## config.mk

```make
export PLATFORM = sky130hd
export DESIGN_NAME = trigger_seq_flat
export DESIGN_NICKNAME = d
export VERILOG_FILES = /design/src/rtl/trigger_seq_pkg.sv /design/src/rtl/trigger_seq_if.sv /design/src/rtl/trigger_seq_stage.sv /design/src/rtl/trigger_seq.sv /design/src/flat_wrapper.sv
export SDC_FILE = /design/constraint.sdc
export NUM_CORES = 1
export LEC_CHECK = 0
export BUFFER_PORTS_ARGS = -buffer_cell sky130_fd_sc_hd__buf_2
export CORE_MARGIN = 4
export CORE_UTILIZATION = 47
export CTS_CLUSTER_SIZE = 25
export DETAILED_ROUTE_END_ITERATION = 8
export GPL_ROUTABILITY_DRIVEN = 0
export PLACE_DENSITY = 0.59
export SLEW_MARGIN = 10
export SYNTH_ARGS = -nofsm -noshare
export SYNTH_HDL_FRONTEND = slang
export SYNTH_SLANG_ARGS = --single-unit
```

## constraint.sdc

```tcl
create_clock -name clk_i -period 30.2 [get_ports clk_i]
set_clock_uncertainty 0.05 [all_clocks]
set_input_delay 1.51 -clock clk_i [delete_from_list [all_inputs] [get_ports clk_i]]
set_output_delay 1.51 -clock clk_i [all_outputs]
set_load 0.02 [all_outputs]
```

## src/rtl/trigger_seq_pkg.sv

```systemverilog
// Shared constants and types for the multi-stage trigger sequencer.
package trigger_seq_pkg;

  localparam int unsigned CFG_W         = 32;
  localparam int unsigned LVL_W         = 2;
  localparam int unsigned CH_W          = 5;
  localparam int unsigned DLY_MAX_W     = 16;

  // Bit positions of the fields inside a cfg write payload
  localparam int unsigned CFG_DLY_LSB   = 0;
  localparam int unsigned CFG_DLY_MSB   = 15;
  localparam int unsigned CFG_LVL_LSB   = 16;
  localparam int unsigned CFG_LVL_MSB   = 17;
  localparam int unsigned CFG_CH_LSB    = 20;
  localparam int unsigned CFG_CH_MSB    = 24;
  localparam int unsigned CFG_SER_BIT   = 26;
  localparam int unsigned CFG_START_BIT = 27;

  // Decoded per-stage configuration (reserved payload bits are not stored)
  typedef struct packed {
    logic                 start;
    logic                 serial;
    logic [CH_W-1:0]      channel;
    logic [LVL_W-1:0]     level;
    logic [DLY_MAX_W-1:0] delay;
  } stage_cfg_t;

  typedef enum logic [1:0] {
    ST_IDLE  = 2'd0,
    ST_MATCH = 2'd1,
    ST_DELAY = 2'd2,
    ST_FIRED = 2'd3
  } seq_state_t;

  // Level increment that saturates at the top level
  function automatic logic [LVL_W-1:0] level_inc(input logic [LVL_W-1:0] lvl);
    return (lvl == '1) ? lvl : lvl + LVL_W'(1);
  endfunction

endpackage

```

## src/rtl/trigger_seq_if.sv

```systemverilog
// Command/sample/status bundle between the command decoder and the trigger.
interface trigger_seq_if #(
  parameter int unsigned WIDTH  = 32,
  parameter int unsigned STAGES = 4
);
  localparam int unsigned STG_W = (STAGES > 1) ? $clog2(STAGES) : 1;

  logic [31:0]       cmd_i;
  logic              set_mask_i;
  logic              set_val_i;
  logic              set_cfg_i;
  logic [STG_W-1:0]  stg_i;
  logic              arm_i;
  logic              disarm_i;
  logic              stb_i;
  logic [WIDTH-1:0]  smpls_i;
  logic              run_o;
  logic              armed_o;
  logic [1:0]        level_o;

  modport master (
    output cmd_i, set_mask_i, set_val_i, set_cfg_i, stg_i,
    output arm_i, disarm_i, stb_i, smpls_i,
    input  run_o, armed_o, level_o
  );

  modport slave (
    input  cmd_i, set_mask_i, set_val_i, set_cfg_i, stg_i,
    input  arm_i, disarm_i, stb_i, smpls_i,
    output run_o, armed_o, level_o
  );
endinterface

```

## src/rtl/trigger_seq_stage.sv

```systemverilog
// One trigger stage: mask/value/cfg storage, serial shift register, match.
module trigger_seq_stage
  import trigger_seq_pkg::*;
#(
  parameter int unsigned WIDTH = 32
) (
  input  logic                 clk_i,
  input  logic                 rst_i,
  input  logic [CFG_W-1:0]     cmd,
  input  logic                 wr_mask,
  input  logic                 wr_val,
  input  logic                 wr_cfg,
  input  logic                 sh_clr,
  input  logic                 sh_en,
  input  logic [WIDTH-1:0]     smpls,
  output logic                 match_c,
  output logic                 start,
  output logic [LVL_W-1:0]     level,
  output logic [DLY_MAX_W-1:0] delay
);

  logic [WIDTH-1:0] mask_q;
  logic [WIDTH-1:0] val_q;
  logic [WIDTH-1:0] sh_q;
  logic [WIDTH-1:0] sh_nxt;
  logic [WIDTH-1:0] data;
  logic [31:0]      smpls_ext;
  logic             ser_bit;
  stage_cfg_t       cfg_q;
  stage_cfg_t       cfg_wr;
  logic             unused_cmd;

  // Reserved payload bits have no storage in a stage
  assign unused_cmd = ^{cmd[31:28], cmd[25], cmd[19:18]};

  // Field extraction of a cfg payload
  always_comb begin
    cfg_wr         = '0;
    cfg_wr.delay   = cmd[CFG_DLY_MSB:CFG_DLY_LSB];
    cfg_wr.level   = cmd[CFG_LVL_MSB:CFG_LVL_LSB];
    cfg_wr.channel = cmd[CFG_CH_MSB:CFG_CH_LSB];
    cfg_wr.serial  = cmd[CFG_SER_BIT];
    cfg_wr.start   = cmd[CFG_START_BIT];
  end

  // Match evaluation; serial data already includes this strobe's shift
  always_comb begin
    smpls_ext = 32'(smpls);
    ser_bit   = 1'b0;
    if (32'(cfg_q.channel) < WIDTH) ser_bit = smpls_ext[cfg_q.channel];
    sh_nxt    = WIDTH'({sh_q, ser_bit});
    data      = cfg_q.serial ? sh_nxt : smpls;
    match_c   = ((data ^ val_q) & mask_q) == '0;
  end

  // Configuration registers
  always_ff @(posedge clk_i or posedge rst_i) begin
    if (rst_i) begin
      mask_q <= '0;
      val_q  <= '0;
      cfg_q  <= '0;
    end else begin
      if (wr_mask) mask_q <= cmd[WIDTH-1:0];
      if (wr_val)  val_q  <= cmd[WIDTH-1:0];
      if (wr_cfg)  cfg_q  <= cfg_wr;
    end
  end

  // Serial shift register, cleared on arm, shifted per strobe while armed
  always_ff @(posedge clk_i or posedge rst_i) begin
    if (rst_i)      sh_q <= '0;
    else if (sh_clr) sh_q <= '0;
    else if (sh_en)  sh_q <= sh_nxt;
  end

  assign start = cfg_q.start;
  assign level = cfg_q.level;
  assign delay = cfg_q.delay;

endmodule

```

## src/rtl/trigger_seq.sv

```systemverilog
// Multi-stage, multi-level trigger with strobe-counted start delay.
module trigger_seq
  import trigger_seq_pkg::*;
#(
  parameter int unsigned WIDTH  = 32,
  parameter int unsigned STAGES = 4,
  parameter int unsigned DLY_W  = 16
) (
  input  logic         clk_i,
  input  logic         rst_i,
  trigger_seq_if.slave bus
);

  localparam int unsigned STG_W = (STAGES > 1) ? $clog2(STAGES) : 1;

  seq_state_t           state_q;
  seq_state_t           state_nxt;
  logic [LVL_W-1:0]     level_q;
  logic [LVL_W-1:0]     level_nxt;
  logic [DLY_W-1:0]     cnt_q;
  logic [DLY_W-1:0]     cnt_nxt;
  logic                 run_q;
  logic                 armed_q;

  logic                 wr_ok_c;
  logic                 arm_c;
  logic [STAGES-1:0]    match_s;
  logic [STAGES-1:0]    start_s;
  logic [LVL_W-1:0]     lvl_s [STAGES];
  logic [DLY_MAX_W-1:0] dly_s [STAGES];
  logic [STAGES-1:0]    hit_c;
  logic                 any_hit_c;
  logic                 start_hit_c;
  logic [DLY_W-1:0]     load_dly_c;

  // Config writes only while disarmed and for an existing stage
  assign wr_ok_c = !armed_q && (32'(bus.stg_i) < STAGES);
  assign arm_c   = bus.arm_i && !bus.disarm_i;

  for (genvar s = 0; s < STAGES; s++) begin : g_stage
    trigger_seq_stage #(.WIDTH(WIDTH)) u_stage (
      .clk_i   (clk_i),
      .rst_i   (rst_i),
      .cmd     (bus.cmd_i),
      .wr_mask (bus.set_mask_i && wr_ok_c && (bus.stg_i == STG_W'(s))),
      .wr_val  (bus.set_val_i  && wr_ok_c && (bus.stg_i == STG_W'(s))),
      .wr_cfg  (bus.set_cfg_i  && wr_ok_c && (bus.stg_i == STG_W'(s))),
      .sh_clr  (arm_c),
      .sh_en   (bus.stb_i && armed_q),
      .smpls   (bus.smpls_i),
      .match_c (match_s[s]),
      .start   (start_s[s]),
      .level   (lvl_s[s]),
      .delay   (dly_s[s])
    );
  end

  // Active-stage hits and lowest-index start-stage priority encoder
  always_comb begin
    hit_c       = '0;
    start_hit_c = 1'b0;
    load_dly_c  = '0;
    for (int unsigned s = 0; s < STAGES; s++) begin
      hit_c[s] = bus.stb_i && (state_q == ST_MATCH) && match_s[s] && (lvl_s[s] == level_q);
      if (hit_c[s] && start_s[s] && !start_hit_c) begin
        start_hit_c = 1'b1;
        load_dly_c  = DLY_W'(dly_s[s]);
      end
    end
    any_hit_c = |hit_c;
  end

  // State, sequencer and status registers
  always_ff @(posedge clk_i or posedge rst_i) begin
    if (rst_i) begin
      state_q <= ST_IDLE;
      level_q <= '0;
      cnt_q   <= '0;
      run_q   <= 1'b0;
      armed_q <= 1'b0;
    end else begin
      state_q <= state_nxt;
      level_q <= level_nxt;
      cnt_q   <= cnt_nxt;
      run_q   <= (state_nxt == ST_FIRED);
      armed_q <= (state_nxt != ST_IDLE);
    end
  end

  // Next-state: disarm beats arm, both beat the sequencing
  always_comb begin
    state_nxt = state_q;
    case (state_q)
      ST_IDLE:  state_nxt = ST_IDLE;
      ST_MATCH: if (start_hit_c) state_nxt = (load_dly_c == '0) ? ST_FIRED : ST_DELAY;
      ST_DELAY: if (bus.stb_i && (cnt_q == DLY_W'(1))) state_nxt = ST_FIRED;
      ST_FIRED: state_nxt = ST_FIRED;
      default:  state_nxt = ST_IDLE;
    endcase
    if (bus.disarm_i)   state_nxt = ST_IDLE;
    else if (bus.arm_i) state_nxt = ST_MATCH;
  end

  // Level sequencer and delay counter updates
  always_comb begin
    level_nxt = level_q;
    cnt_nxt   = cnt_q;
    if (state_q == ST_MATCH && start_hit_c)      cnt_nxt   = load_dly_c;
    else if (state_q == ST_MATCH && any_hit_c)   level_nxt = level_inc(level_q);
    else if (state_q == ST_DELAY && bus.stb_i)   cnt_nxt   = cnt_q - DLY_W'(1);
    if (bus.disarm_i || bus.arm_i) begin
      level_nxt = '0;
      cnt_nxt   = '0;
    end
  end

  assign bus.run_o   = run_q;
  assign bus.armed_o = armed_q;
  assign bus.level_o = level_q;

endmodule

```

## src/flat_wrapper.sv

```systemverilog
// flat-port wrapper written by rule: the top's interface ports become plain ports
module trigger_seq_flat import trigger_seq_pkg::*;
#(
  parameter int unsigned WIDTH  = 32,
  parameter int unsigned STAGES = 4,
  parameter int unsigned DLY_W  = 16
)
  (clk_i, rst_i, bus_cmd_i, bus_set_mask_i, bus_set_val_i, bus_set_cfg_i, bus_stg_i, bus_arm_i, bus_disarm_i, bus_stb_i, bus_smpls_i, bus_run_o, bus_armed_o, bus_level_o);
  trigger_seq_if #(.WIDTH(WIDTH), .STAGES(STAGES)) bus_i ();
  input  logic clk_i;
  input  logic rst_i;
  input wire logic [$bits(bus_i.cmd_i)-1:0] bus_cmd_i;
  input wire logic [$bits(bus_i.set_mask_i)-1:0] bus_set_mask_i;
  input wire logic [$bits(bus_i.set_val_i)-1:0] bus_set_val_i;
  input wire logic [$bits(bus_i.set_cfg_i)-1:0] bus_set_cfg_i;
  input wire logic [$bits(bus_i.stg_i)-1:0] bus_stg_i;
  input wire logic [$bits(bus_i.arm_i)-1:0] bus_arm_i;
  input wire logic [$bits(bus_i.disarm_i)-1:0] bus_disarm_i;
  input wire logic [$bits(bus_i.stb_i)-1:0] bus_stb_i;
  input wire logic [$bits(bus_i.smpls_i)-1:0] bus_smpls_i;
  output wire logic [$bits(bus_i.run_o)-1:0] bus_run_o;
  output wire logic [$bits(bus_i.armed_o)-1:0] bus_armed_o;
  output wire logic [$bits(bus_i.level_o)-1:0] bus_level_o;
  assign bus_i.cmd_i = bus_cmd_i;
  assign bus_i.set_mask_i = bus_set_mask_i;
  assign bus_i.set_val_i = bus_set_val_i;
  assign bus_i.set_cfg_i = bus_set_cfg_i;
  assign bus_i.stg_i = bus_stg_i;
  assign bus_i.arm_i = bus_arm_i;
  assign bus_i.disarm_i = bus_disarm_i;
  assign bus_i.stb_i = bus_stb_i;
  assign bus_i.smpls_i = bus_smpls_i;
  assign bus_run_o = bus_i.run_o;
  assign bus_armed_o = bus_i.armed_o;
  assign bus_level_o = bus_i.level_o;
  trigger_seq #(.WIDTH(WIDTH), .STAGES(STAGES), .DLY_W(DLY_W)) u_core (.clk_i(clk_i), .rst_i(rst_i), .bus(bus_i));
endmodule
```

==> results of run 1 <==
-- placed cells by master (no fill, tap or decap), types with 26 or more instances in the layout --
cell	count
dfrtp_1	498
mux2_2	349
mux2i_1	219
a22o_1	121
nand2_1	117
xnor2_1	110
buf_2	77
clkbuf_16	56
nor2_1	54
a22oi_1	50
nand2b_1	47
nand3_1	27
o21ai_0	26
buf_4	26
-- power groups by stage --
stage / clock (mW) / sequential (mW) / combinational, mW
after floorplan: 0 / 0.854 / 0.324
after global placement: 0 / 0.885 / 0.418
after detailed placement: 0 / 0.891 / 0.425
after CTS: 0.666 / 0.879 / 0.427
after global routing: 0.693 / 0.894 / 0.460
final: 0.653 / 0.881 / 0.430
-- cell families after synthesis --
kind of cell | Yosys count | synth area share
flops | 502 | 0.514
xor+xnor | 121 | 0.0434
fa+ha+maj | 3 | 0.00154
compound gates | 289 | 0.0909
mux | 568 | 0.251
buf+inv | 174 | 0.0295
simple gates | 341 | 0.0701
-- area by class of cell --
| cell class | count | area share |
|---|---|---|
| well taps | 680 | 0.0314 |
| repair buffers | 104 | 0.0222 |
| clock buffers | 85 | 0.0613 |
| diodes | 3 | 0.000277 |
| inverters | 16 | 0.00249 |
| multi-input cells | 1322 | 0.416 |
| flip-flops and latches | 502 | 0.464 |
| clock inverters | 11 | 0.00277 |
-- worst paths after layout --
check                                                startpoint                                    to  depth (start not counted)
max                         u_core.g_stage[1].u_stage.cfg_q[23]                    u_core.bus.armed_o                         13
min                        u_core.g_stage[0].u_stage.mask_q[19]  u_core.g_stage[0].u_stage.mask_q[19]                          1
max reg2reg                 u_core.g_stage[1].u_stage.cfg_q[23]                    u_core.bus.armed_o                         13
min reg2reg                u_core.g_stage[0].u_stage.mask_q[19]  u_core.g_stage[0].u_stage.mask_q[19]                          1
max in group asynchronous                                 rst_i  u_core.g_stage[3].u_stage.mask_q[23]                          3
min in group asynchronous                                 rst_i   u_core.g_stage[2].u_stage.delay[13]                          2
-- metrics by stage --
stage,worst slack (ns),area (µm²)
after floorplan,14.62,24400
after global placement,23.95,25300
after detailed placement,24.08,25300
after CTS,24.61,27100
after global routing,24.31,27100
final,24.51,27100
-- sequential cells by signal, summed over array words and instances (netlist names) --
name                           cells
u_core.bus.run_o                   1
u_core.bus.armed_o                 1
u_core.state_q                     2
u_core.g_stage.u_stage.delay      64
u_core.g_stage.u_stage.level       8
u_core.g_stage.u_stage.mask_q    128
u_core.g_stage.u_stage.start       4
u_core.g_stage.u_stage.sh_q      124
u_core.bus.level_o                 2
u_core.cnt_q                      16
u_core.g_stage.u_stage.cfg_q      24
u_core.g_stage.u_stage.val_q     128
-- layer usage --
metal / wire length [µm] / up-vias / GRT usage
met5: 0 / - / 0
met4: 2800 / 0 / 0.0947
met3: 5360 / 128 / 0.0655
met2: 35500 / 567 / 0.422
met1: 32900 / 8667 / 0.370
li1: - / 7229 / -
-- synthesized netlist by cell type (all sizes together) (2+ instances only) --
library cell / count / share of area
nor4bb: 3 / 0.0012
o21a: 3 / 0.00092
a22oi: 50 / 0.015
mux2i: 219 / 0.090
a211oi: 10 / 0.0031
nor3b: 5 / 0.0015
nor3: 15 / 0.0031
nor4: 9 / 0.0023
a32oi: 8 / 0.0029
nand4: 15 / 0.0038
a31oi: 14 / 0.0036
buf: 35 / 0.0082
nand4b: 2 / 0.00072
clkbuf: 123 / 0.019
inv: 16 / 0.0025
a21o: 6 / 0.0018
nor4b: 2 / 0.00097
nor2: 57 / 0.0088
or3: 3 / 0.00077
a2111o: 2 / 0.00092
a221oi: 3 / 0.0011
a22o: 121 / 0.043
dfrtp: 502 / 0.51
and2: 7 / 0.0018
o31ai: 4 / 0.0012
ha: 3 / 0.0015
or4: 8 / 0.0028
or3b: 5 / 0.0018
or2: 2 / 0.00051
nand2: 117 / 0.018
mux2: 349 / 0.16
nor2b: 11 / 0.0028
nand2b: 47 / 0.012
o21ai: 26 / 0.0053
a2111oi: 11 / 0.0042
nand3: 29 / 0.0059
a21oi: 26 / 0.0053
xnor2: 110 / 0.039
xor2: 11 / 0.0039
-- critical path, delay by kind of cell, from the launching register on --
family / cells / cell delay, ns
buffers and inverters: 1 / 0.54
AO/OA/AOI/OAI: 4 / 1.74
AND/OR/NAND/NOR: 6 / 2.31
multiplexers: 2 / 0.41
flip-flops: 1 / 0.53
==> results_dict.tcl, run 1 <==
set metrics [dict create \
    required_ns 30.68 \
    coreArea_um2 51400 \
    yosys_register_bits 502 \
    hold-worst-slack_ns 0.451 \
    pin_count 78 \
    netlist_area_um2 24400 \
    dp_cells 2624 \
    initial_utilization 0.475 \
    ys.flop_type "dfrtp_1" \
    cp_slowest_stage_delay_ns 0.98 \
    wl_um 76500 \
    critPathArrivalTime_ns 6.17 \
    multiInputGateArea_um2 11300 \
    drv_cap 0 \
    io_buffers 77 \
    hp-class "reg -> reg" \
    hold_violations 0 \
    grt_usage 0.270 \
    drc_errors 0 \
    peakVddDrop_mv 0.0465 \
    setup_viol 0 \
    rrSetupSlack_ns 24.51 \
    h-tree-depth 2 \
    synth-edff-count 0 \
    via_per_inst 6.09 \
    drt_iter0_drc 1317 \
    ff_latch_area_um2 12600 \
    grt_overflow 0 \
    grt_antenna_before_repair 5 \
    cts_tree "yes" \
    status "finished clean" \
    nNetsFinal 2078 \
    critPathSlowestCell "a2111oi_0" \
    insertion_delay_ns 0.62 \
    grt_max_degree 179 \
    cts_max_path_buffers 3 \
    syn_nets 2075 \
    fin_crit_sh 0.188 \
    via_count 16591 \
    synth_cell_types 55 \
    path_cells "buf_4 -> mux2i_1 -> mux2i_1 -> a2111oi_0 -> nand4_1 -> or4_4 -> or4_4 -> nand2b_1 -> a31oi_1 -> a2111oi_2 -> nand3_1 -> or3_1 -> a31oi_1" \
    p_sw_frac 0.303 \
    start_kind "flip-flop" \
    tightest_slew_ns 1.13 \
    clkPwrFrac 0.332 \
    die-height_um 236 \
    cts.sinks 502 \
    finalSetupTns_ns 0 \
    area_delta_synth_final_pct 10.9 \
    max_freq_ghz 0.176 \
    synth_cells 1998 \
    num-fill-cells 4504 \
    synth-async-reset-ratio 1.00 \
    grt_first_pass_wirelength_um 112000 \
    p_seq_frac 0.449 \
    finalWorstPathRequiredPeriod_ns 5.69 \
    maxSlewHeadroom 0.228 \
    path_clk_slew_ns 0.06 \
    rsz0062_at_grt "no" \
    grt_pass1_vias 16628 \
    critPathMaxFanout 25 \
    p_int_mw 1.37 \
    cts_root_buf "clkbuf_16" \
    cts_buffers 55 \
    hpwl_um 52000 \
    drive_gt1_frac 0.277 \
    antenna_left 0 \
    total_power_mw 1.96 \
    seq_area_frac_synth 0.514 \
    die_width_um 236 \
    combPwrFrac 0.219 \
    synth_area_per_cell_um2 12.2 \
    drv_slew 0 \
    die-area_um2 55700 \
    p_sw_uw 596 \
    rows 83 \
    wire_per_inst_um 28.1 \
    post-route-util 0.527 \
    worstSetupPathType "reg -> reg" \
    p_per_area_nw_per_um2 72.5 \
    cts_hold_buf 0 \
    instances_no_fill 2723 \
    cts_setup_buffers 0 \
    yosysWarnings 0 \
    leakage_nw 12.0 \
    cp-end-kind "flip-flop" \
    cts_resized 0 \
    dr.pass1.iters 5 \
]
No activity file was read; power rests on OpenSTA's default activity.
==> inputs of run 2 (changes only) <==
--- a/config.mk
+++ b/config.mk
@@ -11,7 +11,7 @@
 export CTS_CLUSTER_SIZE = 25
 export DETAILED_ROUTE_END_ITERATION = 8
 export GPL_ROUTABILITY_DRIVEN = 0
-export PLACE_DENSITY = 0.59
+export PLACE_DENSITY = 0.61
 export SLEW_MARGIN = 10
 export SYNTH_ARGS = -nofsm -noshare
 export SYNTH_HDL_FRONTEND = slang
==> constraint.sdc (replaced) <==
create_clock -name clk_i -period 4.9 [get_ports clk_i]
set_clock_uncertainty 0.05 [all_clocks]
set_input_delay 0.245 -clock clk_i [delete_from_list [all_inputs] [get_ports clk_i]]
set_output_delay 0.245 -clock clk_i [all_outputs]
set_load 0.02 [all_outputs]
==> run 2 against run 1 <==
Sequential power increased to 6.2 times the previous value. Cell count increased by 2.9%. Largest power group unchanged. Register-to-register slack got worse by 24 ns. Highest routed layer unchanged. Critical path depth increased by 3. Critical path type unchanged.
==> results_dict.tcl, run 2 (same netlist as run 1, synthesis figures left out) <==
set metrics [dict create \
    antenna_left 0 \
    fin_crit_sh 0.945 \
    cts_tree "yes" \
    cts.sinks 502 \
    hold-worst-slack_ns 0.0382 \
    cp_num_buf_inv 4 \
    leakage_nw 12.3 \
    cts_resized 0 \
    nNetsFinal 2150 \
    hold_violations 0 \
    cts_buffers 55 \
    combPwrFrac 0.213 \
    critical_path.most_common_cell "buf_4" \
    io_buffers 77 \
    use_met2 0.438 \
    initial_utilization 0.475 \
    p_sw_frac 0.293 \
    worstSetupPathType "reg -> reg" \
    grt_max_degree 134 \
    start_kind "flip-flop" \
    pin_count 78 \
    grt_use_met1 0.384 \
    finalWorstPathRequiredPeriod_ns 4.63 \
    drive_gt1_frac 0.299 \
    cp-end-kind "flip-flop" \
    wl_um 77600 \
    p_sw_mw 3.58 \
    grt.busiest_layer "met2" \
    peakVddDrop_mv 0.324 \
    drv_cap 0 \
    cts_root_buf "clkbuf_16" \
    h-tree-depth 2 \
    num-fill-cells 4444 \
    status "finished clean" \
    die-height_um 236 \
    grt_pass1_vias 17533 \
    critPathSlowestCell "a2111oi_1" \
    tightest_slew_ns 1.15 \
    drv_slew 0 \
    maxSlewHeadroom 0.232 \
    rows 83 \
    grt_overflow 0 \
    drc_errors 0 \
    p_int_mw 8.62 \
    mostFrequentLayoutCell "dfrtp_1" \
    clkPwrFrac 0.340 \
    critPathTopFamily "simple AND/OR/NAND/NOR gates" \
    drt_iter0_drc 1381 \
    setup_viol 0 \
    grt_antenna_before_repair 6 \
    die_width_um 236 \
    multiInputGateArea_um2 11300 \
    via_per_inst 6.03 \
    total_power_mw 12.2 \
    cts_max_path_buffers 3 \
    rsz0062_at_grt "no" \
    insertion_delay_ns 0.62 \
    ff_latch_area_um2 12600 \
    required_ns 5.39 \
    grt_usage 0.278 \
    hpwl_um 52800 \
    p_seq_frac 0.447 \
    top_regs "u_core.g_stage.u_stage.mask_q x128, u_core.g_stage.u_stage.val_q x128, u_core.g_stage.u_stage.sh_q x124" \
    wire_per_inst_um 27.7 \
    cp_slowest_stage_delay_ns 0.49 \
    path_cells "buf_12 -> mux2i_1 -> buf_4 -> mux2i_1 -> a2111oi_1 -> buf_4 -> nand4_1 -> buf_4 -> or4_4 -> or4_4 -> nand2b_1 -> a31oi_1 -> a2111oi_2 -> nand3_1 -> or3_1 -> a31oi_1" \
    path_clk_slew_ns 0.06 \
    area_delta_synth_final_pct 13.7 \
    instances_no_fill 2801 \
    dr.pass1.iters 5 \
    die-area_um2 55700 \
    dp_cells 2691 \
    critPathArrivalTime_ns 5.12 \
    grtUsageMet3 0.0414 \
    hp-class "in -> reg" \
    via_count 16904 \
    layout_common_cells "dfrtp_1, mux2_2, mux2i_1" \
    p_per_area_nw_per_um2 439 \
    coreArea_um2 51400 \
    grt_first_pass_wirelength_um 117000 \
    critPathMaxFanout 10 \
    max_freq_ghz 0.216 \
]
## run 2: cell types whose count changed in the layout (fill, tap and decap cells not counted), sizes merged
cell	delta
clkinv	+1
dlygate4sd3	+5
inv	-1
clkinvlp	+1
diode	+1
clkbuf	+2
bufinv	+2
buf	+67
## run 2: layer usage
metal,vias up,wire (µm)
li1,7349,-
met1,8815,33900
met2,575,35900
met3,165,4280
met4,0,3570
met5,-,0
## run 2: stage by stage
| step | cell area (µm²) | TNS, ns | util | worst slack [ns] |
|---|---|---|---|---|
| 3_5_place_dp | 25900 | 0 | 0.504 | 0.326 |
| 2_1_floorplan | 24400 | -1108.14 | - | -2.21 |
| 4_1_cts | 27800 | 0 | 0.540 | 0.277 |
| 6_report | 27800 | 0 | 0.540 | 0.271 |
| 5_1_grt | 27800 | 0 | 0.540 | 0.0145 |
| 3_3_place_gp | 25900 | 0 | 0.504 | 0.428 |
## run 2: final timing paths
check                           cells past startpoint                           startpoint                                    to  slack (ns)
worst min-delay path                                2                        bus_cmd_i[28]  u_core.g_stage[1].u_stage.mask_q[28]        0.04
worst min register to register                      1  u_core.g_stage[0].u_stage.delay[13]   u_core.g_stage[0].u_stage.delay[13]        0.45
min in group asynchronous                           3                                rst_i     u_core.g_stage[2].u_stage.sh_q[7]        0.10
max in group asynchronous                           4                                rst_i   u_core.g_stage[1].u_stage.delay[13]        3.49
worst max-delay path                               16  u_core.g_stage[1].u_stage.cfg_q[23]                    u_core.bus.armed_o        0.27
worst max register to register                     16  u_core.g_stage[1].u_stage.cfg_q[23]                    u_core.bus.armed_o        0.27
## run 2: worst register-to-register path, delay by kind of cell, from the launching register on
family	cells	cell delay, ns
flops	1	0.41
buf+inv	4	0.77
mux	2	0.31
simple gates	6	1.74
compound gates	4	1.26
## run 2: area by class of cell
cell class,instances,share of cell area
flip-flops and latches,502,0.452
multi-input cells,1322,0.405
clock buffers,87,0.0597
repair buffers,176,0.0442
well taps,680,0.0306
clock inverters,14,0.00504
inverters,16,0.00230
diodes,4,0.000360
## run 2: power by group through the flow
stage	Clock, mW	Combinational, mW	Sequential, mW
after floorplan	0	2.00	5.26
after global placement	0	2.54	5.48
after detailed placement	0	2.59	5.50
after CTS	4.22	2.60	5.44
after global routing	4.39	2.81	5.54
final	4.15	2.60	5.45
## run 2: repair_timing
item	CTS	global route
buffers inserted	0	0
hold endpoints to repair	16	0
hold buffers	5	0
==> inputs of run 3 (changes only) <==
--- a/config.mk
+++ b/config.mk
@@ -5,12 +5,12 @@
 export SDC_FILE = /design/constraint.sdc
 export NUM_CORES = 1
 export LEC_CHECK = 0
-export BUFFER_PORTS_ARGS = -buffer_cell sky130_fd_sc_hd__buf_2
+export BUFFER_PORTS_ARGS = -buffer_cell sky130_fd_sc_hd__buf_4
 export CORE_MARGIN = 4
 export CORE_UTILIZATION = 47
 export CTS_CLUSTER_SIZE = 25
 export DETAILED_ROUTE_END_ITERATION = 8
-export GPL_ROUTABILITY_DRIVEN = 0
+export GPL_ROUTABILITY_DRIVEN = 1
 export PLACE_DENSITY = 0.61
 export SLEW_MARGIN = 10
 export SYNTH_ARGS = -nofsm -noshare
==> run 3 against run 2 <==
Sequential power about the same. Maximum frequency decreased by 0.43%. Core utilization increased by 0.81 points.
==> results_dict.tcl, run 3 (same netlist as run 1, synthesis figures left out) <==
set metrics [dict create \
    h-tree-depth 2 \
    required_ns 5.37 \
    antenna_left 0 \
    drt_iter0_drc 1369 \
    dr.pass1.iters 5 \
    gp_congestion 0.878 \
    via_per_inst 6.05 \
    hp-class "in -> reg" \
    p_per_area_nw_per_um2 439 \
    critPathMaxFanout 19 \
    pin_count 78 \
    grt_usage 0.274 \
    cts_buffers 55 \
    drv_cap 0 \
    post-route-util 0.548 \
    status "finished clean" \
    hold_violations 0 \
    drc_errors 0 \
    via_count 16974 \
    rows 83 \
    wire_per_inst_um 27.5 \
    die-area_um2 55700 \
    cts_root_buf "clkbuf_16" \
    setup_viol 0 \
    cts_tree "yes" \
    drv_slew 0 \
    leakage_nw 12.5 \
    fin_crit_sh 0.949 \
    diodes 0 \
    rr_worst_depth 15 \
    io_buffers 77 \
    rsz0062_at_grt "no" \
    grt_pass1_vias 17355 \
    critPathArrivalTime_ns 5.12 \
    max_freq_ghz 0.215 \
    wl_um 77200 \
    worstSetupPathType "reg -> reg" \
    finalWorstPathRequiredPeriod_ns 4.65 \
    num-fill-cells 4340 \
    total_power_mw 12.4 \
    die-height_um 236 \
    insertion_delay_ns 0.61 \
    initial_utilization 0.475 \
    ff_latch_area_um2 12600 \
    grt_first_pass_wirelength_um 115000 \
    start_kind "flip-flop" \
    die_width_um 236 \
    cts_setup_buffers 0 \
    hpwl_um 52400 \
    nNetsFinal 2163 \
    layout_common_cells "dfrtp_1, mux2_2, mux2i_1" \
    path_clk_slew_ns 0.06 \
    tightest_slew_ns 1.25 \
    grt_max_degree 175 \
    area_delta_synth_final_pct 15.4 \
    coreArea_um2 51400 \
    grt_overflow 0 \
    cts_max_path_buffers 3 \
    peakVddDrop_mv 0.281 \
    multiInputGateArea_um2 11300 \
    grt_antenna_before_repair 2 \
    maxSlewHeadroom 0.165 \
    top_regs "u_core.g_stage.u_stage.mask_q x128, u_core.g_stage.u_stage.val_q x128, u_core.g_stage.u_stage.sh_q x124" \
    cp-end-kind "flip-flop" \
    drive_gt1_frac 0.298 \
    hold_depth 2 \
    cts.sinks 502 \
    mostFrequentLayoutCell "dfrtp_1" \
]
[run 3: changes by cell type in the layout (fill, tap and decap cells not counted), sizes merged]
cell	change
clkinvlp	+3
clkbuf	-12
clkinv	+2
inv	+1
diode	-4
bufinv	+3
dlygate4sd3	+21
buf	-8
[run 3: routing by layer]
metal / routed length [µm] / track usage / part of all wire
met4: 2980 / 0.0995 / 0.039
met5: 14 / 0 / 0.00018
met2: 36200 / 0.438 / 0.47
met3: 4360 / 0.0430 / 0.057
met1: 33600 / 0.380 / 0.44
[run 3: where the power goes]
part / internal [mW] / total, mW / switching, mW
sequential: 4.86 / 5.44 / 0.580
clock: 2.51 / 4.24 / 1.73
combinational: 1.38 / 2.69 / 1.30
[run 3: final timing paths]
path | slack, ns | end | from
setup / recovery | 0.25 | u_core.bus.armed_o | u_core.g_stage[1].u_stage.cfg_q[23]
hold / removal | 0.02 | u_core.g_stage[2].u_stage.val_q[11] | bus_cmd_i[11]
setup reg to reg | 0.25 | u_core.bus.armed_o | u_core.g_stage[1].u_stage.cfg_q[23]
hold reg to reg | 0.45 | u_core.g_stage[0].u_stage.mask_q[19] | u_core.g_stage[0].u_stage.mask_q[19]
max in group asynchronous | 3.23 | u_core.g_stage[0].u_stage.cfg_q[18] | rst_i
min in group asynchronous | 0.20 | u_core.g_stage[1].u_stage.sh_q[28] | rst_i
[run 3: worst max-delay path, cell delays in order (launching register included)]
cell and delay (ns):
dfrtp_2 0.39, buf_12 0.20, mux2i_1 0.43, mux2i_1 0.19, a2111oi_2 0.47, nand4_1 0.30
buf_4 0.26, or4_4 0.50, or4_4 0.45, nand2b_1 0.11, buf_4 0.13, a31oi_1 0.10
a32oi_1 0.24, nand4_1 0.14, or3_1 0.41, a31oi_1 0.18
[run 3: repair_timing]
action	in CTS	in global routing
hold endpoints to repair	176	0
resized for setup	1	1
endpoints found under the setup margin	3	3
pin swaps	0	0
hold buffers	26	0
[run 3: cell type report]
type | instances | area share
clock inverters | 23 | 0.00945
multi-input cells | 1322 | 0.400
well taps | 680 | 0.0302
inverters | 16 | 0.00226
flip-flops and latches | 502 | 0.446
clock buffers | 75 | 0.0561
repair buffers | 189 | 0.0566
[run 3: per-stage QoR]
| stage | cell area, µm² | setup slack [ns] | hold WS (ns) | TNS [ns] | std cells |
|---|---|---|---|---|---|
| 2_1_floorplan | 24400 | -2.21 | 0.258 | -1108.14 | 1998 |
| 3_3_place_gp | 26100 | -0.160 | 0.280 | -0.437 | 2683 |
| 3_5_place_dp | 26100 | -0.0607 | 0.285 | -0.138 | 2683 |
| 4_1_cts | 28200 | 0.101 | 0.00126 | 0 | 2807 |
| 5_1_grt | 28200 | 0.113 | 0.0189 | 0 | 2807 |
| 6_report | 28200 | 0.250 | 0.0247 | 0 | 2807 |
